**src/rtl/fm_ram_writeback_ctrl_pkg.sv**
```systemverilog
// Shared widths, derived sizes and FSM state encoding for the feature-map RAM
// write-back controller.
//   DATA_WIDTH        float16 word width
//   PARA_Y            words per RAM row group (address step per beat)
//   PARA_KERNEL       output kernels per beat
//   WRITE_ADDR_WIDTH  RAM write address width (address wraps at 2^W)
//   FM_SIZE_WIDTH     output feature-map size width
//   BEAT_CNT_WIDTH    beat counter width
package fm_ram_writeback_ctrl_pkg;

   localparam int DATA_WIDTH       = 16;
   localparam int PARA_Y           = 3;
   localparam int PARA_KERNEL      = 2;
   localparam int WRITE_ADDR_WIDTH = 12;
   localparam int FM_SIZE_WIDTH    = 8;
   localparam int BEAT_CNT_WIDTH   = 12;
   localparam int PARA_WIDTH       = PARA_Y * PARA_KERNEL * DATA_WIDTH;

   typedef logic [WRITE_ADDR_WIDTH-1:0] wr_addr_t;
   typedef logic [BEAT_CNT_WIDTH-1:0]   beat_cnt_t;
   typedef logic [PARA_WIDTH-1:0]       para_t;

   typedef enum logic [2:0] {
      ST_IDLE    = 3'd0,
      ST_ZERO    = 3'd1,
      ST_RUN     = 3'd2,
      ST_ADD_CAP = 3'd3,
      ST_ADD_WB  = 3'd4,
      ST_FIN     = 3'd5
   } wb_state_e;

endpackage

```
**src/rtl/fm_ram_writeback_ctrl_addr_counter.sv**
```systemverilog
// fm_wb_addr_counter: para-write address and beat counter for one job.
//   clk, rst    clock, async active-high reset
//   load        load base address / beat total, clear beat count
//   load_base   first para-write index
//   load_beats  beats in the job
//   step        one beat accepted: address += PARA_Y, count += 1
//   cur_addr    address for the next accepted beat
//   last_beat   the next accepted beat is the final one
//   all_done    every beat of the job has been accepted
module fm_wb_addr_counter
   import fm_ram_writeback_ctrl_pkg::*;
(
   input  logic      clk,
   input  logic      rst,
   input  logic      load,
   input  wr_addr_t  load_base,
   input  beat_cnt_t load_beats,
   input  logic      step,
   output wr_addr_t  cur_addr,
   output logic      last_beat,
   output logic      all_done
);

   wr_addr_t  addr_q, addr_d;
   beat_cnt_t cnt_q, cnt_d;
   beat_cnt_t beats_q, beats_d;
   beat_cnt_t cnt_inc;

   assign cnt_inc = cnt_q + BEAT_CNT_WIDTH'(1);

   always_comb begin
      addr_d  = addr_q;
      cnt_d   = cnt_q;
      beats_d = beats_q;
      if (load) begin
         addr_d  = load_base;
         cnt_d   = '0;
         beats_d = load_beats;
      end else if (step) begin
         // natural wrap of the address is intended
         addr_d = addr_q + WRITE_ADDR_WIDTH'(PARA_Y);
         cnt_d  = cnt_inc;
      end
   end

   always_ff @(posedge clk or posedge rst) begin
      if (rst) begin
         addr_q  <= '0;
         cnt_q   <= '0;
         beats_q <= '0;
      end else begin
         addr_q  <= addr_d;
         cnt_q   <= cnt_d;
         beats_q <= beats_d;
      end
   end

   assign cur_addr  = addr_q;
   assign last_beat = (cnt_inc == beats_q);
   assign all_done  = (cnt_q == beats_q);

endmodule

```
**src/rtl/fm_ram_writeback_ctrl.sv**
```systemverilog
// fm_ram_writeback_ctrl: sequences conv-engine output beats into the float16
// feature-map RAM. Optional one-shot region zero-clear, then one para write per
// beat, either overwrite (1 beat/cycle) or accumulate using the RAM's 2-cycle
// add (operand capture edge, result write-back edge; 1 beat/2 cycles).
// Ports: cfg_* job configuration latched on cfg_start in IDLE; s_valid/s_ready/
// s_data beat stream; ram_* RAM write-port controls; ram_write_ready checked the
// cycle after every add write-back; busy/done/err job status. All outputs are
// registered and reset to 0.
//
// state      | meaning
// IDLE       | waiting for cfg_start
// ZERO       | one-cycle zero-clear pulse of the latched range
// RUN        | accepting beats; overwrite writes issued here
// ADD_CAP    | accumulate: RAM captures operands, no beat accepted
// ADD_WB     | accumulate: RAM writes sum back; next beat may be accepted
// FIN        | last write finishing; done pulses on the way to IDLE
module fm_ram_writeback_ctrl
   import fm_ram_writeback_ctrl_pkg::*;
(
   input  logic                        clk,
   input  logic                        rst,
   input  logic                        cfg_start,
   input  logic                        cfg_accumulate,
   input  logic [WRITE_ADDR_WIDTH-1:0] cfg_zero_start,
   input  logic [WRITE_ADDR_WIDTH-1:0] cfg_zero_end,
   input  logic [WRITE_ADDR_WIDTH-1:0] cfg_base_addr,
   input  logic [BEAT_CNT_WIDTH-1:0]   cfg_beats,
   input  logic [FM_SIZE_WIDTH-1:0]    cfg_fm_out_size,
   input  logic                        s_valid,
   output logic                        s_ready,
   input  logic [PARA_WIDTH-1:0]       s_data,
   output logic                        ram_ena_zero_w,
   output logic [WRITE_ADDR_WIDTH-1:0] ram_zero_start_addr,
   output logic [WRITE_ADDR_WIDTH-1:0] ram_zero_end_addr,
   output logic                        ram_ena_para_w,
   output logic                        ram_ena_add_write,
   output logic [WRITE_ADDR_WIDTH-1:0] ram_addr_para_write,
   output logic [FM_SIZE_WIDTH-1:0]    ram_fm_out_size,
   output logic [PARA_WIDTH-1:0]       ram_para_din,
   input  logic                        ram_write_ready,
   output logic                        busy,
   output logic                        done,
   output logic                        err
);

   wb_state_e                  state_q, state_d;
   logic                       busy_q, busy_d;
   logic                       done_q, done_d;
   logic                       err_q, err_d;
   logic                       s_ready_q, s_ready_d;
   logic                       ena_zero_q, ena_zero_d;
   logic                       ena_para_q, ena_para_d;
   logic                       add_wr_q, add_wr_d;
   logic                       acc_q, acc_d;
   logic                       wb_chk_q, wb_chk_d;
   wr_addr_t                   addr_q, addr_d;
   wr_addr_t                   zs_q, zs_d;
   wr_addr_t                   ze_q, ze_d;
   logic [FM_SIZE_WIDTH-1:0]   fm_q, fm_d;
   para_t                      din_q, din_d;

   wr_addr_t cur_addr;
   logic     last_beat, all_done;
   logic     cnt_load, cnt_step;
   logic     hs;

   assign hs = s_valid && s_ready_q;

   fm_wb_addr_counter u_addr_cnt (
      .clk        (clk),
      .rst        (rst),
      .load       (cnt_load),
      .load_base  (cfg_base_addr),
      .load_beats (cfg_beats),
      .step       (cnt_step),
      .cur_addr   (cur_addr),
      .last_beat  (last_beat),
      .all_done   (all_done)
   );

   always_comb begin
      state_d    = state_q;
      busy_d     = busy_q;
      done_d     = 1'b0;
      err_d      = err_q;
      s_ready_d  = 1'b0;
      ena_zero_d = 1'b0;
      ena_para_d = 1'b0;
      add_wr_d   = add_wr_q;
      acc_d      = acc_q;
      wb_chk_d   = 1'b0;
      addr_d     = addr_q;
      zs_d       = zs_q;
      ze_d       = ze_q;
      fm_d       = fm_q;
      din_d      = din_q;
      cnt_load   = 1'b0;
      cnt_step   = 1'b0;

      // RAM must acknowledge the add write-back one cycle after ADD_WB
      if (wb_chk_q && !ram_write_ready) err_d = 1'b1;

      unique case (state_q)
         ST_IDLE: begin
            if (cfg_start) begin
               cnt_load = 1'b1;
               busy_d   = 1'b1;
               err_d    = 1'b0;
               acc_d    = cfg_accumulate;
               // a job with no beats never issues an add write
               add_wr_d = cfg_accumulate && (cfg_beats != '0);
               zs_d     = cfg_zero_start;
               ze_d     = cfg_zero_end;
               fm_d     = cfg_fm_out_size;
               if (cfg_zero_end > cfg_zero_start) begin
                  state_d    = ST_ZERO;
                  ena_zero_d = 1'b1;
               end else if (cfg_beats == '0) begin
                  state_d = ST_FIN;
               end else begin
                  state_d   = ST_RUN;
                  s_ready_d = 1'b1;
               end
            end
         end
         ST_ZERO: begin
            if (all_done) begin
               state_d = ST_FIN;
            end else begin
               state_d   = ST_RUN;
               s_ready_d = 1'b1;
            end
         end
         ST_RUN: begin
            s_ready_d = 1'b1;
            if (hs) begin
               din_d      = s_data;
               addr_d     = cur_addr;
               cnt_step   = 1'b1;
               ena_para_d = 1'b1;
               if (acc_q) begin
                  state_d   = ST_ADD_CAP;
                  s_ready_d = 1'b0;
               end else if (last_beat) begin
                  state_d   = ST_FIN;
                  s_ready_d = 1'b0;
               end
            end
         end
         ST_ADD_CAP: begin
            ena_para_d = 1'b1;
            state_d    = ST_ADD_WB;
            s_ready_d  = !all_done;
         end
         ST_ADD_WB: begin
            wb_chk_d = 1'b1;
            if (hs) begin
               // back-to-back add: enable stays high through the next capture
               din_d      = s_data;
               addr_d     = cur_addr;
               cnt_step   = 1'b1;
               ena_para_d = 1'b1;
               state_d    = ST_ADD_CAP;
            end else if (all_done) begin
               state_d = ST_FIN;
            end else begin
               state_d   = ST_RUN;
               s_ready_d = 1'b1;
            end
         end
         ST_FIN: begin
            done_d   = 1'b1;
            busy_d   = 1'b0;
            add_wr_d = 1'b0;
            state_d  = ST_IDLE;
         end
         default: state_d = ST_IDLE;
      endcase
   end

   always_ff @(posedge clk or posedge rst) begin
      if (rst) begin
         state_q    <= ST_IDLE;
         busy_q     <= 1'b0;
         done_q     <= 1'b0;
         err_q      <= 1'b0;
         s_ready_q  <= 1'b0;
         ena_zero_q <= 1'b0;
         ena_para_q <= 1'b0;
         add_wr_q   <= 1'b0;
         acc_q      <= 1'b0;
         wb_chk_q   <= 1'b0;
         addr_q     <= '0;
         zs_q       <= '0;
         ze_q       <= '0;
         fm_q       <= '0;
         din_q      <= '0;
      end else begin
         state_q    <= state_d;
         busy_q     <= busy_d;
         done_q     <= done_d;
         err_q      <= err_d;
         s_ready_q  <= s_ready_d;
         ena_zero_q <= ena_zero_d;
         ena_para_q <= ena_para_d;
         add_wr_q   <= add_wr_d;
         acc_q      <= acc_d;
         wb_chk_q   <= wb_chk_d;
         addr_q     <= addr_d;
         zs_q       <= zs_d;
         ze_q       <= ze_d;
         fm_q       <= fm_d;
         din_q      <= din_d;
      end
   end

   assign s_ready             = s_ready_q;
   assign ram_ena_zero_w      = ena_zero_q;
   assign ram_zero_start_addr = zs_q;
   assign ram_zero_end_addr   = ze_q;
   assign ram_ena_para_w      = ena_para_q;
   assign ram_ena_add_write   = add_wr_q;
   assign ram_addr_para_write = addr_q;
   assign ram_fm_out_size     = fm_q;
   assign ram_para_din        = din_q;
   assign busy                = busy_q;
   assign done                = done_q;
   assign err                 = err_q;

endmodule
```
**config.mk**
```make
export PLATFORM = sky130hd
export DESIGN_NAME = fm_ram_writeback_ctrl
export DESIGN_NICKNAME = d
export VERILOG_FILES = /design/src/rtl/fm_ram_writeback_ctrl_pkg.sv /design/src/rtl/fm_ram_writeback_ctrl_addr_counter.sv /design/src/rtl/fm_ram_writeback_ctrl.sv
export SDC_FILE = /design/constraint.sdc
export NUM_CORES = 1
export LEC_CHECK = 0
export CAP_MARGIN = 25
export CORE_MARGIN = 1.5
export CORE_UTILIZATION = 25
export DETAILED_ROUTE_END_ITERATION = 7
export GPL_ROUTABILITY_DRIVEN = 0
export PLACE_DENSITY = 0.54
export REMOVE_ABC_BUFFERS = 1
export SYNTH_ARGS = -nofsm -noshare
export SYNTH_HDL_FRONTEND = slang
export SYNTH_SLANG_ARGS = --single-unit
```
**constraint.sdc**
```tcl
create_clock -name clk -period 8.5 [get_ports clk]
set_input_delay 2.55 -clock clk [delete_from_list [all_inputs] [get_ports clk]]
set_output_delay 2.55 -clock clk [all_outputs]
set_load 0.05 [all_outputs]
```
== Word level (Yosys, flattened, before mapping) ==
Index checks and enable logic that the tools add are counted.

* Bits of input ports: 158
* Register bits: 188
* Logic and storage cells: 85
* Output and inout bits: 147

* Order comparisons: 1
* Reduce and logical (&&, ||, !) cells: 15
* Equality and inequality tests: 10
* Add/sub/neg operators: 2
* Muxes and demuxes: 39

{| class="wikitable"
|+ Operators by type and width
! operator !! number
|-
| $mux W12 || 4
|-
| $eq A12 B12 Y1 || 2
|-
| $mux W3 || 8
|-
| $mux W1 || 22
|-
| $pmux W3 S5 || 1
|-
| $add A12 B1 Y12 const B || 1
|-
| $add A12 B2 Y12 const B || 1
|-
| $gt A12 B12 Y1 || 1
|-
| $logic_not A12 Y1 || 1
|-
| $reduce_bool A12 Y1 || 1
|-
| $eq A3 B2 Y1 const B || 2
|-
| $eq A3 B3 Y1 const B || 2
|-
| $pmux W1 S2 || 3
|-
| $reduce_and A2 Y1 || 3
|-
| $pmux W1 S5 || 1
|-
| $ne A2 B2 Y1 const B || 2
|-
| $reduce_bool A2 Y1 || 2
|-
| $eq A3 B1 Y1 const B || 1
|-
| $logic_and A1 B1 Y1 || 3
|-
| $logic_not A3 Y1 || 1
|-
| $ne A3 B3 Y1 const B || 1
|-
| $reduce_and A3 Y1 || 1
|-
| $logic_not A1 Y1 || 2
|-
| $reduce_or A2 Y1 || 1
|}

== Logic depth before layout (Yosys ltp) ==
* Word-level depth: 6
* Gate-level depth with buffers: 9
* Depth with buffers taken out: 9

== Modules after synthesis ==
A second synthesis with hierarchy kept.

* Cells, all modules: 633
* Area total of the unflattened synthesis: 8376.8 um2

{| class="wikitable"
|+ Modules (own cells, without submodules)
! module !! instances !! sequential area each (um2) !! area an instance (um2) !! cells each
|-
| fm_ram_writeback_ctrl || 1 || 3803.6 || 6211.0 || 409
|-
| fm_wb_addr_counter || 1 || 900.9 || 2165.8 || 224
|}

== Worst setup path after synthesis ==
OpenSTA, ideal clock, no wires.

* Path type: in2reg
* Start point: input port cfg_zero_start[3]
* End point: register state_q[0]
* Stages: 9
* Data arrival time: 4.150 ns
* Path buffers: 0
* Data required time: 8.374 ns
* Setup slack: 4.223 ns
* Setup time: 0.126 ns
* Path through: inv_1 -> ha_1 -> and3_1 -> nor2b_1 -> o31a_1 -> o41ai_2 -> nand2_1 -> a311oi_1 -> nor3_1

* Longest elaborated chain between the ends: 4

{| class="wikitable"
|+ RTL lines
! item !! RTL line !! RTL
|-
| start, declared || fm_ram_writeback_ctrl.sv:24 || <nowiki>input logic [WRITE_ADDR_WIDTH-1:0] cfg_zero_start,</nowiki>
|-
| $gt A12 B12 Y1 || fm_ram_writeback_ctrl.sv:115 || <nowiki>if (cfg_zero_end > cfg_zero_start) begin</nowiki>
|-
| $mux W3 || fm_ram_writeback_ctrl.sv:115 ||
|-
| $mux W3 || fm_ram_writeback_ctrl.sv:105 || <nowiki>if (cfg_start) begin</nowiki>
|-
| $pmux W3 S5 || fm_ram_writeback_ctrl.sv:103 || <nowiki>unique case (state_q)</nowiki>
|-
| end signal, assigned || fm_ram_writeback_ctrl.sv:199 || <nowiki>state_q <= state_d;</nowiki>
|-
| end, declared || fm_ram_writeback_ctrl.sv:46 || <nowiki>wb_state_e state_q, state_d;</nowiki>
|}

No other way between the ends. The select of a mux whose other input is x is not followed.
A chain may end at the register's enable or synchronous reset.

== Worst setup path after layout ==
* Start point: input port s_valid
* End point: register u_addr_cnt.cnt_q[11]

* Longest elaborated chain between the ends: 4

{| class="wikitable"
|+ RTL lines
! item !! RTL line !! RTL
|-
| start, declared || fm_ram_writeback_ctrl.sv:29 || <nowiki>input logic s_valid,</nowiki>
|-
| $logic_and A1 B1 Y1 || fm_ram_writeback_ctrl.sv:67 || <nowiki>assign hs = s_valid && s_ready_q;</nowiki>
|-
| $mux W1 || fm_ram_writeback_ctrl.sv:136, fm_ram_writeback_ctrl.sv:157 ||
|-
| $mux W1 || n/a ||
|-
| $reduce_bool A2 Y1 (no source line) || n/a ||
|-
| end signal, assigned || fm_ram_writeback_ctrl_addr_counter.sv:53 || <nowiki>cnt_q <= cnt_d;</nowiki>
|-
| end, declared || fm_ram_writeback_ctrl_addr_counter.sv:25 || <nowiki>beat_cnt_t cnt_q, cnt_d;</nowiki>
|}

No other way between the ends.

==> load_flow_metrics.sql <==
INSERT INTO impl_metrics (metric_group, metric, value, unit) VALUES
('power_and_ir_drop', 'power.density', '411', 'nW/µm²'),
('cells_and_area', 'post-route-util', '38.0', '%'),
('clock_network', 'cts_tree', 'built', ''),
('cells_and_area', 'antenna_cells_inserted', '0', ''),
('hold_path', 'min_path_cells', '2', ''),
('routing', 'wirelength', '24600', 'µm'),
('setup_path', 'critical_path.startpoint_type', 'input port', ''),
('global_routing', 'first_pass_grt_wire_length', '38700', 'µm'),
('placed_design', 'buffer_ports.inserted', '304', ''),
('yosys', 'synth.yosys.warnings', '0', ''),
('setup_path', 'r2r_cells', '7', ''),
('power_and_ir_drop', 'share_seq_of_total_power', '30.1', '%'),
('yosys', 'postSynthCellCount', '935', ''),
('job', 'drv.max_cap_violation_count', '0', ''),
('cells_and_area', 'fin_cells', '1672', ''),
('timing', 'pin_slew_with_the_least_headroom_to_its_limit', '0.928', 'ns'),
('hold_path', 'hold_path_startpoint', 'ram_para_din[83]', ''),
('status', 'run_status', 'finished clean', ''),
('routing', 'route.antenna.remaining_nets', '0', ''),
('die', 'design.die.area', '33800', 'µm²'),
('clock_network', 'ctsResizeCount', '0', ''),
('timing', 'timing.fmax', '205', 'MHz'),
('setup_path', 'worstPathArrival', '5.24', 'ns'),
('yosys', 'postSynth.topFlopCell', 'sky130_fd_sc_hd__dfrtp_1', ''),
('power_and_ir_drop', 'cellInternalPower', '0.00263', 'W'),
('timing', 'final_number_of_max_transition_violations', '0', ''),
('cells_and_area', 'fin_nets', '1390', ''),
('clock_network', 'clk_root_buffer_cell', 'sky130_fd_sc_hd__clkbuf_16', ''),
('routing', 'routedWlPerCell', '14.7', 'µm'),
('power_and_ir_drop', 'total_leakage_power', '5.73', 'nW'),
('die', 'die_h', '184', 'µm'),
('clock_network', 'clkSinkCount', '188', ''),
('global_routing', 'grt_max_degree', '117', ''),
('hold_path', 'worst_hold_path.endpoint', 'ram_para_din[83]', ''),
('routing', 'drtIter0Drc', '378', ''),
('placed_design', 'numPlacedInstances', '1639', ''),
('setup_path', 'regToRegEndpoint', 'u_addr_cnt.cnt_q[11]', ''),
('timing', 'final_min_period_over_clock_period', '57.5', '%'),
('yosys', 'synth-async-reset-ratio', '100', '%'),
('die', 'die_width', '184', 'µm'),
('timing', 'setup_repair_after_global_routing_missed_its_margin', 'no', ''),
('timing', 'worst_slew_margin_rel', '38.1', '%'),
('timing', 'tns', '0', 'ns'),
('setup_path', 'crit_path_end_kind', 'register', ''),
('timing', 'setup_violations', '0', ''),
('power_and_ir_drop', 'sw_frac_of_total', '47.8', '%'),
('hold_path', 'worst_hold_path_type', 'reg -> reg', ''),
('clock_network', 'clock_buffer_count_from_cts', '17', ''),
('die', 'core-area', '32400', 'µm²'),
('yosys', 'number_of_synthesized_flops_with_an_enable_pin', '0', ''),
('global_routing', 'overflow', '0', ''),
('clock_network', 'worst_skew_pair.late_latency', '0.44', 'ns'),
('yosys', 'synth_sequential_area_ratio', '57.5', '%'),
('yosys', 'ys_ff_latch', '188', ''),
('power_and_ir_drop', 'p_sw', '0.00241', 'W'),
('cells_and_area', 'area_delta_synth_final', '50.2', '%'),
('die', 'initial_utilization', '25.3', '%'),
('power_and_ir_drop', 'irDropWorstVdd', '0.168', 'mV'),
('timing', 'fin_skew', '0.00780', 'ns'),
('global_routing', 'vias_in_the_first_global_route', '7131', ''),
('clock_network', 'clkSlewWorstSetupHoldPaths', '0.07', 'ns'),
('yosys', 'synth.cell_area', '8180', 'µm²'),
('cells_and_area', 'layout_cells_sized_above_1', '4.31', '%'),
('clock_network', 'cts_hold_buf', '0', ''),
('setup_path', 'regToRegStartpoint', 'state_q[2]', ''),
('setup_path', 'cp_data_required_time', '8.86', 'ns'),
('routing', 'firstDrtPassIters', '4', ''),
('timing', 'report.final.hold_viol_count', '0', ''),
('global_routing', 'globalRouteTotalUtil', '14.8', '%'),
('routing', 'avgViaCountPerCell', '4.27', ''),
('setup_path', 'timing.setup.critical_path_class', 'in -> reg', '');
registers in the layout, indices dropped and copies added, names as in the netlist, 3 cells and up:
signal	cells
ram_para_din	96
ram_addr_para_write	12
ram_zero_end_addr	12
ram_zero_start_addr	12
u_addr_cnt.beats_q	12
u_addr_cnt.cnt_q	12
u_addr_cnt.cur_addr	12
ram_fm_out_size	8
state_q	3
synth_stat cells, drive strengths merged, types with 2 or more instances:
master,number,share of area (%)
nor2b,3,0.23
o211ai,2,0.18
ha,15,2.3
o21a,2,0.18
buf,20,1.2
xor2,13,1.4
nor4,5,0.57
nand3,15,0.92
a211oi,2,0.18
nand4,10,0.76
and2,7,0.57
a21oi,17,1.0
clkbuf,28,1.3
a31oi,5,0.38
dfrtp,188,58
a21boi,2,0.18
o21ai,36,2.2
nor2,26,1.2
and4,2,0.24
nor3,13,0.80
o221a,2,0.28
and3,5,0.40
inv,21,0.96
or3,5,0.38
nand2,459,21
xnor2,17,1.8
cells in the final DEF (no fill, tap or decap), types with 5 or more instances in the layout:
master | netlist | routed
sky130_fd_sc_hd__o21ai_0 | 36 | 36
sky130_fd_sc_hd__nor2_1 | 25 | 25
sky130_fd_sc_hd__a31oi_1 | 5 | 5
sky130_fd_sc_hd__clkbuf_16 | 0 | 17
sky130_fd_sc_hd__nor3_1 | 13 | 12
sky130_fd_sc_hd__nand2_1 | 458 | 457
sky130_fd_sc_hd__clkdlybuf4s50_1 | 0 | 304
sky130_fd_sc_hd__ha_1 | 15 | 15
sky130_fd_sc_hd__buf_4 | 1 | 6
sky130_fd_sc_hd__inv_1 | 21 | 20
sky130_fd_sc_hd__a21oi_1 | 17 | 17
sky130_fd_sc_hd__dfrtp_1 | 188 | 188
sky130_fd_sc_hd__xor2_1 | 13 | 13
sky130_fd_sc_hd__nand4_1 | 10 | 10
sky130_fd_sc_hd__xnor2_1 | 17 | 17
sky130_fd_sc_hd__nand3_1 | 15 | 15
per-layer routing:
layer | GRT usage, % | part of all wire, %
met5 | 0 | 0
met4 | 3.70 | 0.85
met3 | 6.46 | 11
met2 | 23.4 | 44
met1 | 18.3 | 44
worst max-delay path by stage:
stage,slack [ns],depth (start not counted),startpoint,end
after detailed placement,3.09,8,s_valid,u_addr_cnt.cnt_q[11]
after floorplan,-1.58,4,s_valid,u_addr_cnt.cur_addr[1]
after global routing,3.38,8,s_valid,u_addr_cnt.cnt_q[11]
final,3.62,8,s_valid,u_addr_cnt.cnt_q[11]
after CTS,3.60,8,s_valid,u_addr_cnt.cnt_q[11]
after global placement,3.13,9,s_valid,u_addr_cnt.cnt_q[10]
metrics by stage:
step / power (W) / area [µm²] / setup WS, ns / hold WS, ns
after floorplan: 0.00327 / 7970 / -1.58 / 0.458
after global placement: 0.00421 / 11600 / 3.13 / 0.457
after detailed placement: 0.00423 / 11600 / 3.09 / 0.461
after CTS: 0.00511 / 12300 / 3.60 / 0.478
after global routing: 0.00536 / 12300 / 3.38 / 0.489
final: 0.00505 / 12300 / 3.62 / 0.474
critical path, cell delays in order:
cell and delay, ns:
sky130_fd_sc_hd__clkdlybuf4s50_1 0.48, sky130_fd_sc_hd__nand2_1 0.18, sky130_fd_sc_hd__nor3_2 0.14, sky130_fd_sc_hd__buf_4 0.50
sky130_fd_sc_hd__buf_4 0.68, sky130_fd_sc_hd__nand2_1 0.16, sky130_fd_sc_hd__or3_1 0.34, sky130_fd_sc_hd__a21oi_1 0.16
power by group through the flow:
stage,Clock (W),Combinational (W),Sequential (W)
final,0.000861,0.00267,0.00152
after global routing,0.000928,0.00287,0.00157
after CTS,0.000891,0.00270,0.00152
after detailed placement,0,0.00269,0.00154
after global placement,0,0.00268,0.00152
after floorplan,0,0.000681,0.00258
area by class of cell:
| type | count | area, µm² |
|---|---|---|
| flip-flops and latches | 188 | 4700 |
| repair buffers | 311 | 3120 |
| clock inverters | 11 | 155 |
| fillers | 3351 | 20100 |
| well taps | 442 | 553 |
| inverters | 21 | 86.3 |
| clock buffers | 21 | 470 |
| multi-input cells | 678 | 3200 |
cells by family after synthesis:
family / Yosys count / share of synthesized area, %
fa+ha+maj: 15 / 2.29
xor+xnor: 30 / 3.21
buf+inv: 69 / 3.49
flops: 188 / 57.5
simple gates: 555 / 27.7
compound gates: 78 / 5.80
No activity file was read; power rests on OpenSTA's default activity.
